File: config.mk
export PLATFORM = sky130hd
export DESIGN_NAME = latch_bank_write_ctrl
export DESIGN_NICKNAME = d
export VERILOG_FILES = /design/src/rtl/latch_bank_write_ctrl.sv
export SDC_FILE = /design/constraint.sdc
export NUM_CORES = 1
export LEC_CHECK = 0
export ABC_AREA = 1
export CAP_MARGIN = 20
export CORE_MARGIN = 3
export CORE_UTILIZATION = 49
export CTS_CLUSTER_SIZE = 8
export DETAILED_ROUTE_END_ITERATION = 10
export GPL_TIMING_DRIVEN = 0
export PLACE_DENSITY = 0.85
export SLEW_MARGIN = 40
export SYNTH_ARGS = -nofsm -noshare
export SYNTH_HDL_FRONTEND = slang
export SYNTH_SLANG_ARGS = --single-unit
File: constraint.sdc
create_clock -name clk -period 4.5 [get_ports clk]
set_clock_uncertainty 0.2 [all_clocks]
set_input_delay 0.675 -clock clk [delete_from_list [all_inputs] [get_ports clk]]
set_output_delay 0.675 -clock clk [all_outputs]
set_load 0.01 [all_outputs]
File: src/rtl/latch_bank_write_ctrl.sv
// Round-robin write sequencer for a bank of level-sensitive D latches.
// For each write it drives the data bus stable, pulses one enable, then holds.
//
// Ports:
//   clk, rst_n   clock and synchronous active-low reset
//   req          per-requester write request, held high until ack
//   req_addr     requester i address at [i*AW +: AW]
//   req_data     requester i data at [i*W +: W]
//   ack          one-cycle completion pulse to the granted requester
//   busy         high whenever the sequencer is not idle
//   gnt_id       index of the current or most recent granted requester
//   lat_D        shared data bus to every latch D input
//   lat_En       one-hot-or-zero latch enables, one per latch word
module latch_bank_write_ctrl #(
    parameter int NREQ      = 4,
    parameter int IDW       = 2,
    parameter int W         = 8,
    parameter int DEPTH     = 4,
    parameter int AW        = 2,
    parameter int EN_CYCLES = 1
) (
    input  logic              clk,
    input  logic              rst_n,
    input  logic [NREQ-1:0]   req,
    input  logic [NREQ*AW-1:0] req_addr,
    input  logic [NREQ*W-1:0] req_data,
    output logic [NREQ-1:0]   ack,
    output logic              busy,
    output logic [IDW-1:0]    gnt_id,
    output logic [W-1:0]      lat_D,
    output logic [DEPTH-1:0]  lat_En
);

    typedef enum logic [1:0] {IDLE, SETUP, ENABLE, HOLD} state_t;

    // Counter reload; the ENABLE phase ends when it reaches zero.
    localparam logic [3:0] EN_LAST = 4'(EN_CYCLES - 1);

    state_t           state;
    state_t           state_n;
    logic [IDW-1:0]   rr;
    logic [IDW-1:0]   rr_n;
    logic [IDW-1:0]   gnt_n;
    logic [AW-1:0]    addr_q;
    logic [AW-1:0]    addr_n;
    logic [3:0]       cnt;
    logic [3:0]       cnt_n;
    logic [W-1:0]     d_n;
    logic [DEPTH-1:0] en_n;
    logic [DEPTH-1:0] en_dec;
    logic [NREQ-1:0]  ack_n;
    logic             busy_n;
    logic             found;
    logic [IDW-1:0]   pick;

    // Round-robin pick: first set request at or above rr, with wrap.
    always_comb begin
        found = 1'b0;
        pick  = '0;
        for (int k = 0; k < NREQ; k++) begin
            if (!found && req[(int'(rr) + k) % NREQ]) begin
                found = 1'b1;
                pick  = IDW'((int'(rr) + k) % NREQ);
            end
        end
    end

    // Addresses at or beyond DEPTH decode to no enable at all.
    always_comb begin
        en_dec = '0;
        for (int i = 0; i < DEPTH; i++) begin
            en_dec[i] = (int'(addr_q) == i);
        end
    end

    always_comb begin
        state_n = state;
        rr_n    = rr;
        gnt_n   = gnt_id;
        addr_n  = addr_q;
        cnt_n   = cnt;
        d_n     = lat_D;
        en_n    = '0;
        ack_n   = '0;
        unique case (state)
            IDLE: begin
                if (found) begin
                    state_n = SETUP;
                    gnt_n   = pick;
                    addr_n  = req_addr[int'(pick)*AW +: AW];
                    d_n     = req_data[int'(pick)*W +: W];
                end
            end
            SETUP: begin
                state_n = ENABLE;
                cnt_n   = EN_LAST;
                en_n    = en_dec;
            end
            ENABLE: begin
                if (cnt == 4'd0) begin
                    state_n       = HOLD;
                    ack_n[gnt_id] = 1'b1;
                    if (int'(gnt_id) == NREQ - 1) begin
                        rr_n = '0;
                    end else begin
                        rr_n = gnt_id + IDW'(1);
                    end
                end else begin
                    cnt_n = cnt - 4'd1;
                    en_n  = en_dec;
                end
            end
            HOLD: begin
                state_n = IDLE;
            end
            default: begin
                state_n = IDLE;
            end
        endcase
        busy_n = (state_n != IDLE);
    end

    always_ff @(posedge clk) begin
        if (!rst_n) begin
            state  <= IDLE;
            rr     <= '0;
            gnt_id <= '0;
            addr_q <= '0;
            cnt    <= '0;
            lat_D  <= '0;
            lat_En <= '0;
            ack    <= '0;
            busy   <= 1'b0;
        end else begin
            state  <= state_n;
            rr     <= rr_n;
            gnt_id <= gnt_n;
            addr_q <= addr_n;
            cnt    <= cnt_n;
            lat_D  <= d_n;
            lat_En <= en_n;
            ack    <= ack_n;
            busy   <= busy_n;
        end
    end

endmodule
# Yosys cells after proc, flatten, opt, wreduce, memory -nomap -nowiden
# Index checks and enable logic that the tools add are counted.
word_totals:
  regBits: 29
  word_cells: 81
  input_bits: 46
  output_inout_bits: 19
op_classes:
  shifts: 2
  n_eq_ne: 8
  reduce_logical: 19
  n_bitwise: 3
  muxes: 29
  add_sub_neg: 5
  order_cmp: 6
op_table:
  columns: ["op", "count"]
  rows:
  - ["variable part select 32 x 6 -> 8 bit", 1]
  - ["case mux 4 bit (2 select lines)", 2]
  - ["two-way mux 2 bit", 7]
  - ["less-than comparator 3 x 4 -> 1 bit, second input constant", 3]
  - ["two-way mux 1 bit", 12]
  - ["binary-select mux 1 bit (select 2 bit)", 4]
  - ["equality test 2 bit, second input constant", 4]
  - ["two-way mux 4 bit", 2]
  - ["case mux 2 bit (4 select lines)", 1]
  - ["variable part select 8 x 4 -> 2 bit", 1]
  - ["equality test 2 x 1 -> 1 bit, second input constant", 3]
  - ["less-than comparator 2 x 3 -> 1 bit, second input constant", 2]
  - ["AND reduction 2 bit", 3]
  - ["OR reduction 2 bit", 3]
  - ["adder 2 x 1 -> 2 bit, second input constant", 2]
  - ["adder 2 bit, second input constant", 2]
  - ["logical AND 1 bit", 4]
  - ["logical NOT 2 bit", 2]
  - ["logical NOT 4 bit", 1]
  - ["nonzero test 2 bit", 2]
  - ["subtractor 4 x 1 -> 4 bit, second input constant", 1]
  - ["bitwise AND 1 bit, first input constant", 3]
  - ["logical NOT 1 bit", 3]
  - ["AND reduction 3 bit", 1]
  - ["other kinds (3)", 3]

# Logic depth before layout (Yosys ltp)
# Gate-level depths: netlist (run 1).
depth:
  ltp_word: 17
  mapped_depth: 17
  depth_no_buf: 15

# Worst setup path after synthesis (run 1)
# Ideal clock, no wire load.
synth_path:
  path_type: "input port to flip-flop"
  from: "in req[3]"
  to: "reg addr_q[0]"
  required_time_ns: 4.191
  setup_time_ns: 0.109
  slack_ns: 2.451
  stages: 13
  n_path_buf: 1
  t_arrival_ns: 1.740
  path_cell_list: "inv_1 > nand2_1 > nand3_2 > nand2_2 > nor2_8 > nand3_4 > nand3_2 > buf_6 > nand2_1 > nand3_1 > nand3_1 > nand2_1 > inv_1"
synth_between:
  elab_chain_len: 13
  word_cells_on_any_way: 27
  classes_between: "shift: 1; mux: 19; reduce/logical: 7"
synth_rtl:
  columns: ["item", "line_no", "text"]
  rows:
  - ["start: declaration", "24", "input logic [NREQ-1:0] req,"]
  - ["binary-select mux 1 bit (select 2 bit)", "61", "if (!found && req[(int'(rr) + k) % NREQ]) begin"]
  - ["two-way mux 1 bit (implied by the code)", "61", null]
  - ["two-way mux 1 bit", "61", null]
  - ["logical NOT 1 bit", "61", null]
  - ["logical AND 1 bit", "61", null]
  - ["two-way mux 1 bit", "61", null]
  - ["logical NOT 1 bit", "61", null]
  - ["logical AND 1 bit", "61", null]
  - ["two-way mux 1 bit", "61", null]
  - ["logical NOT 1 bit", "61", null]
  - ["logical AND 1 bit", "61", null]
  - ["two-way mux 2 bit / two-way mux 1 bit (equally long branches)", "61", null]
  - ["variable part select 8 x 4 -> 2 bit / AND reduction 2 bit (equally long branches)", null, null]
  - ["end signal: assignment", "138", "addr_q <= addr_n;"]
  - ["end: declaration", "44", "logic [AW-1:0] addr_q;"]
# Parallel ways exist; a longest one is shown, timed or not. The select of a mux whose other input is x is not followed.
# A chain may end at the register's enable or synchronous reset.

# Worst setup path after layout (run 1)
# Ends and elaborated chain as after synthesis.

==> results of run 1 <==
[worst paths after layout]
check	start	endpoint	slack, ns	depth (start not counted)
worst max-delay path	req[3]	addr_q[0]$_SDFFE_PN0P_	2.03	15
worst min-delay path	addr_q[0]$_SDFFE_PN0P_	lat_En[2]$_SDFF_PN0_	0.24	1
worst max register to register	rr[0]$_SDFFE_PN0P_	addr_q[1]$_SDFFE_PN0P_	2.43	12
worst min register to register	addr_q[0]$_SDFFE_PN0P_	lat_En[2]$_SDFF_PN0_	0.24	1
[cell families (layout without fill, tap and decap cells)]
kind of cell             Yosys count  count (layout)  share of synthesized area, %
buffers and inverters             57             128                          12.9
flip-flops                        29              29                          29.8
XOR/XNOR                           1               1                         0.450
AO/OA/AOI/OAI                     18              18                          5.01
AND/OR/NAND/NOR                  190             190                          45.4
adder cells (fa/ha/maj)           10              10                          6.42
[final cells by class]
class,count,area (um2)
repair buffers,63,631
fillers,326,1020
clock inverters,3,17.5
multi-input cells,219,1120
well taps,48,60.1
flip-flops and latches,29,581
clock buffers,5,68.8
plain buffers,9,71.3
inverters,48,180
[flip-flops by register name, summed over array words and instances (netlist names)]
register / cells
rr: 2
lat_En: 4
cnt: 4
busy: 1
gnt_id: 2
addr_q: 2
ack: 4
lat_D: 8
state: 2
[power by group]
group / switching, mW / internal, mW
combinational: 0.731 / 0.477
clock: 0.104 / 0.106
sequential: 0.0462 / 0.333
total: 0.881 / 0.916
[placed cells by master (no fill, tap or decap), types with 7 or more instances in the layout]
cell             count
a21oi_1              8
clkdlybuf4s50_1     63
dfxtp_1             29
ha_1                10
inv_1               41
inv_2                7
nand2_1             95
nand2_2              8
nand3_1             35
nor2_1              32
[layer usage]
layer / vias to the layer above / GRT usage (%) / routed length, um
met1: 897 / 23.3 / 1980
li1: 1078 / - / -
met4: 0 / 6.29 / 60
met3: 5 / 6.85 / 376
met5: - / 0 / 0
met2: 64 / 35.3 / 2260
[through the flow]
step | worst slack, ns | hold WS, ns | area [um2] | instances | utilization, %
floorplan | 2.45 | 0.214 | 1950 | 305 | -
global placement | 1.80 | 0.225 | 2640 | 416 | 70.5
detailed placement | 1.76 | 0.229 | 2640 | 416 | 70.5
CTS | 2.05 | 0.241 | 2730 | 424 | 72.8
global route | 1.86 | 0.256 | 2730 | 424 | 72.8
finish | 2.03 | 0.243 | 2730 | 424 | 72.8
==> impl_metrics.env, run 1 <==
export IMPL_status="completed"
export IMPL_fin_setup_tns_ns=0
export IMPL_synth_area_leaders="dfxtp_1, nand2_1, nand3_1"
export IMPL_cp_top_family="simple AND/OR/NAND/NOR gates"
export IMPL_syn_num_nets=361
export IMPL_grt_pass1_wl_mm=8.09
export IMPL_drtIter0Drc=112
export IMPL_synth_top_area_share_pct=29.8
export IMPL_yosysSeqAreaShare_pct=29.8
export IMPL_vias_per_cell=4.82
export IMPL_cp_max_fo=10
export IMPL_hold_viol=0
export IMPL_path_buf_inv=4
export IMPL_antennaDiodeCount=0
export IMPL_synth_edf_count=0
export IMPL_slew_viol_final=0
export IMPL_worstPathCellList="clkdlybuf4s50_1 -> inv_1 -> nand2_1 -> nand3_1 -> nand2_1 -> nand2_1 -> nand2_1 -> nand2_1 -> nand2_2 -> buf_2 -> nand3b_1 -> nand3_1 -> nand3_1 -> nand2_1 -> inv_1"
export IMPL_first_global_vias=1956
export IMPL_relSlewSlack_pct=63.5
export IMPL_async_reset_ff_share_pct=0
export IMPL_ys_flop_type="dfxtp_1"
export IMPL_clk_pin_slew_worst_paths_ns=0.07
export IMPL_start_util_pct=52.0
export IMPL_ir_worst_vdd_uv=331
export IMPL_slowest_stage="clkdlybuf4s50_1"
export IMPL_cp_arrival_ns=2.45
export IMPL_worst_path_most_repeated_cell="nand2_1"
export IMPL_rsz0062_at_grt="false"
export IMPL_endpoint_kind="flip-flop"
export IMPL_ys_types=28
export IMPL_io_pins=65
export IMPL_tightest_slew_ns=0.547
export IMPL_min_period_ns=2.47
export IMPL_yosysMostFrequentCell="nand2_1"
export IMPL_die_x_um=69.1
export IMPL_die_area_um2=4770
export IMPL_first_pass_iters=5
export IMPL_netlist_instances=305
export IMPL_cts_hold_fix_buffers=0
export IMPL_maxCapViolations=0
export IMPL_clk_latency_ns=0.28
export IMPL_max_stage_delay_ns=0.48
export IMPL_areaGrowthSynthToFinish_pct=39.9
export IMPL_rows=22
export IMPL_grt_max_degree=11
export IMPL_cp_start_kind="input pin"
export IMPL_track_usage_pct=20.3
export IMPL_num_vias=2044
export IMPL_setup_viol=0
export IMPL_path_class="input pin to flip-flop"
export IMPL_cellLeakagePower_nw=1.36
export IMPL_yosys_register_bits=29
export IMPL_period_share_pct=54.8
export IMPL_cts_max_level=2
export IMPL_cts_sinks=29
export IMPL_cts_resized=0
export IMPL_required_ns=4.48
export IMPL_wl_mm=4.68
export IMPL_drive_gt1_share_pct=10.9
export IMPL_numCtsBuffers=5
export IMPL_max_clock_freq_mhz=406
export IMPL_post_drt_wl_per_cell_um=11.0
export IMPL_core_um2=3740
export IMPL_synthTopCellsByCount="nand2_1, inv_1, nand3_1"
export IMPL_total_power_mw=1.80
export IMPL_syn_area_um2=1950
export IMPL_yosysTopAreaCell="dfxtp_1"
export IMPL_drc=0
export IMPL_ant_nets=0
export IMPL_p_per_area_nw_per_um2=659
export IMPL_avgSynthCellArea_um2=6.39
export IMPL_cts_root_buffer="clkbuf_8"
export IMPL_cts_tree="done"
export IMPL_port_buffer_count=63
export IMPL_final_nets=431
export IMPL_worst_hold_path_type="flip-flop to flip-flop"
export IMPL_clk_path_buf_depth=2
export IMPL_place_congestion=0.903
export IMPL_postCtsSetupRepairBufs=0
export IMPL_fp_dieH_um=69.1
export IMPL_grt_ovfl_total=0
export IMPL_yosysWarnings=0
export IMPL_dpl_hpwl_mm=3.71
export IMPL_antenna_found_initial=0
Power figures use the tool's default switching activity.
==> inputs of run 2 (changes only) <==
CORE_UTILIZATION = 46   (was 49)
PLACE_DENSITY = 0.8   (was 0.85)
clock period = 2.5 ns   (was 4.5 ns; I/O delays follow)
==> impl_metrics.env, run 2 (synthesis gave the netlist of run 1 again) <==
export IMPL_status="completed"
export IMPL_rows=23
export IMPL_place_congestion=0.894
export IMPL_p_sw_share_pct=49.0
export IMPL_fillers=393
export IMPL_die_x_um=71.1
export IMPL_setup_viol=0
export IMPL_regMostFlops="lat_D"
export IMPL_place_area_um2=2640
export IMPL_power_frac_comb_pct=67.5
export IMPL_hold_viol=0
export IMPL_post_drt_wl_per_cell_um=11.3
export IMPL_slew_viol_final=0
export IMPL_max_clock_freq_mhz=460
export IMPL_critical_path_startpoint="req[3]"
export IMPL_relSlewSlack_pct=62.4
export IMPL_numCtsBuffers=5
export IMPL_r2r_start="rr[1]$_SDFFE_PN0P_"
export IMPL_cts_root_buffer="clkbuf_8"
export IMPL_vias_per_cell=4.81
export IMPL_endpoint_kind="flip-flop"
export IMPL_drtIter0Drc=63
export IMPL_fp_dieH_um=71.1
export IMPL_p_int_mw=1.65
export IMPL_cts_tree="done"
export IMPL_largest_reg_flops=8
export IMPL_first_pass_iters=4
export IMPL_cts_max_level=2
export IMPL_start_util_pct=48.4
export IMPL_final_common_cell="nand2_1"
export IMPL_regArea_um2=581
export IMPL_clk_pin_slew_worst_paths_ns=0.06
export IMPL_clk_latency_ns=0.28
export IMPL_num_vias=2047
export IMPL_track_usage_pct=20.2
export IMPL_clkPwrFrac_pct=11.3
export IMPL_tightest_slew_ns=0.565
export IMPL_required_ns=2.47
export IMPL_core_um2=4030
export IMPL_cp_max_fo=9
export IMPL_areaGrowthSynthToFinish_pct=39.8
export IMPL_period_share_pct=86.9
export IMPL_clk_path_buf_depth=2
export IMPL_rsz0062_at_grt="false"
export IMPL_io_pins=65
export IMPL_layout_common_cells="nand2_1, clkdlybuf4s50_1, inv_1"
export IMPL_first_global_vias=1968
export IMPL_ant_nets=0
export IMPL_p_seq_share_pct=21.2
export IMPL_reg2reg_depth=13
export IMPL_power_switching_mw=1.59
export IMPL_cp_arrival_ns=2.15
export IMPL_cp_start_kind="input pin"
export IMPL_dpl_hpwl_mm=3.74
export IMPL_port_buffer_count=63
export IMPL_grt_pass1_wl_mm=8.22
export IMPL_die_area_um2=5050
export IMPL_timing_rr_end="addr_q[1]$_SDFFE_PN0P_"
export IMPL_ir_worst_vdd_uv=672
export IMPL_min_period_ns=2.17
export IMPL_worst_hold_path_type="input pin to flip-flop"
export IMPL_final_nets=431
export IMPL_final_cell_area_um2=2720
export IMPL_cellLeakagePower_nw=1.36
export IMPL_cts_hold_fix_buffers=0
export IMPL_cts_sinks=29
export IMPL_regToRegSetupSlack_ns=0.39
export IMPL_grt_max_degree=11
export IMPL_grt_ovfl_total=0
export IMPL_path_class="input pin to flip-flop"
export IMPL_drive_gt1_share_pct=10.6
export IMPL_drc=0
export IMPL_postCtsSetupRepairBufs=0
export IMPL_p_per_area_nw_per_um2=1190
export IMPL_holdPathStages=3
export IMPL_wl_mm=4.81
export IMPL_maxCapViolations=0
export IMPL_antenna_found_initial=0
export IMPL_worstHoldEndpoint="lat_D[7]$_SDFFE_PN0P_"
export IMPL_multi_input_area_um2=1120
export IMPL_min_from="rst_n"
export IMPL_cts_resized=0
export IMPL_antennaDiodeCount=0
export IMPL_fin_setup_tns_ns=0
==> run 2: cell count changes in the layout (fill, tap and decap cells not counted), sizes merged <==
cell      previous run  this run
clkinvlp             1         0
clkbuf               6         7
==> run 2: how the worst max path moves through the flow <==
| stage | depth (start not counted) | end |
|---|---|---|
| 6_report | 13 | addr_q[1]$_SDFFE_PN0P_ |
| 5_1_grt | 13 | addr_q[1]$_SDFFE_PN0P_ |
| 4_1_cts | 13 | addr_q[1]$_SDFFE_PN0P_ |
| 3_5_place_dp | 15 | lat_D[3]$_SDFFE_PN0P_ |
| 3_3_place_gp | 13 | addr_q[1]$_SDFFE_PN0P_ |
| 2_1_floorplan | 13 | addr_q[0]$_SDFFE_PN0P_ |
==> run 2: area by class of cell <==
class / instances / area share [%]
well taps: 50 / 2.30
clock inverters: 2 / 0.367
plain buffers: 9 / 2.62
flip-flops and latches: 29 / 21.3
multi-input cells: 219 / 41.0
repair buffers: 63 / 23.2
inverters: 48 / 6.61
clock buffers: 6 / 2.66
==> run 2: metrics by stage <==
stage | worst slack [ns] | hold slack, ns | std cells | util, % | power (mW)
2_1_floorplan | 0.688 | 0.214 | 305 | - | 2.28
3_3_place_gp | 0.112 | 0.239 | 418 | 65.6 | 2.82
3_5_place_dp | 0.0563 | 0.256 | 418 | 65.6 | 2.87
4_1_cts | 0.340 | 0.206 | 426 | 67.6 | 3.26
5_1_grt | 0.130 | 0.229 | 426 | 67.6 | 3.58
6_report | 0.328 | 0.216 | 426 | 67.6 | 3.23
==> run 2: power groups by stage <==
stage	Clock, mW	Sequential [mW]	Combinational [mW]
after floorplan	0	0.711	1.57
after global routing	0.399	0.698	2.48
after detailed placement	0	0.691	2.18
final	0.366	0.684	2.18
after global placement	0	0.686	2.14
after CTS	0.376	0.683	2.20
==> run 2: worst max-delay path, stage by stage <==
cell	delay (ns)
clkdlybuf4s50_1	0.42
inv_1	0.08
nand2_1	0.08
nand3_2	0.09
nand2_2	0.10
nor2_8	0.15
nand3_1	0.07
nand3_1	0.08
nand2_2	0.14
inv_1	0.24
nand4_1	0.15
nand2_1	0.11
nor2_1	0.04
==> run 2: layer usage <==
| layer | track usage [%] | wire length, um |
|---|---|---|
| met4 | 7.10 | 70 |
| met5 | 0 | 0 |
| met2 | 35.7 | 2390 |
| met3 | 6.11 | 334 |
| met1 | 22.9 | 2010 |
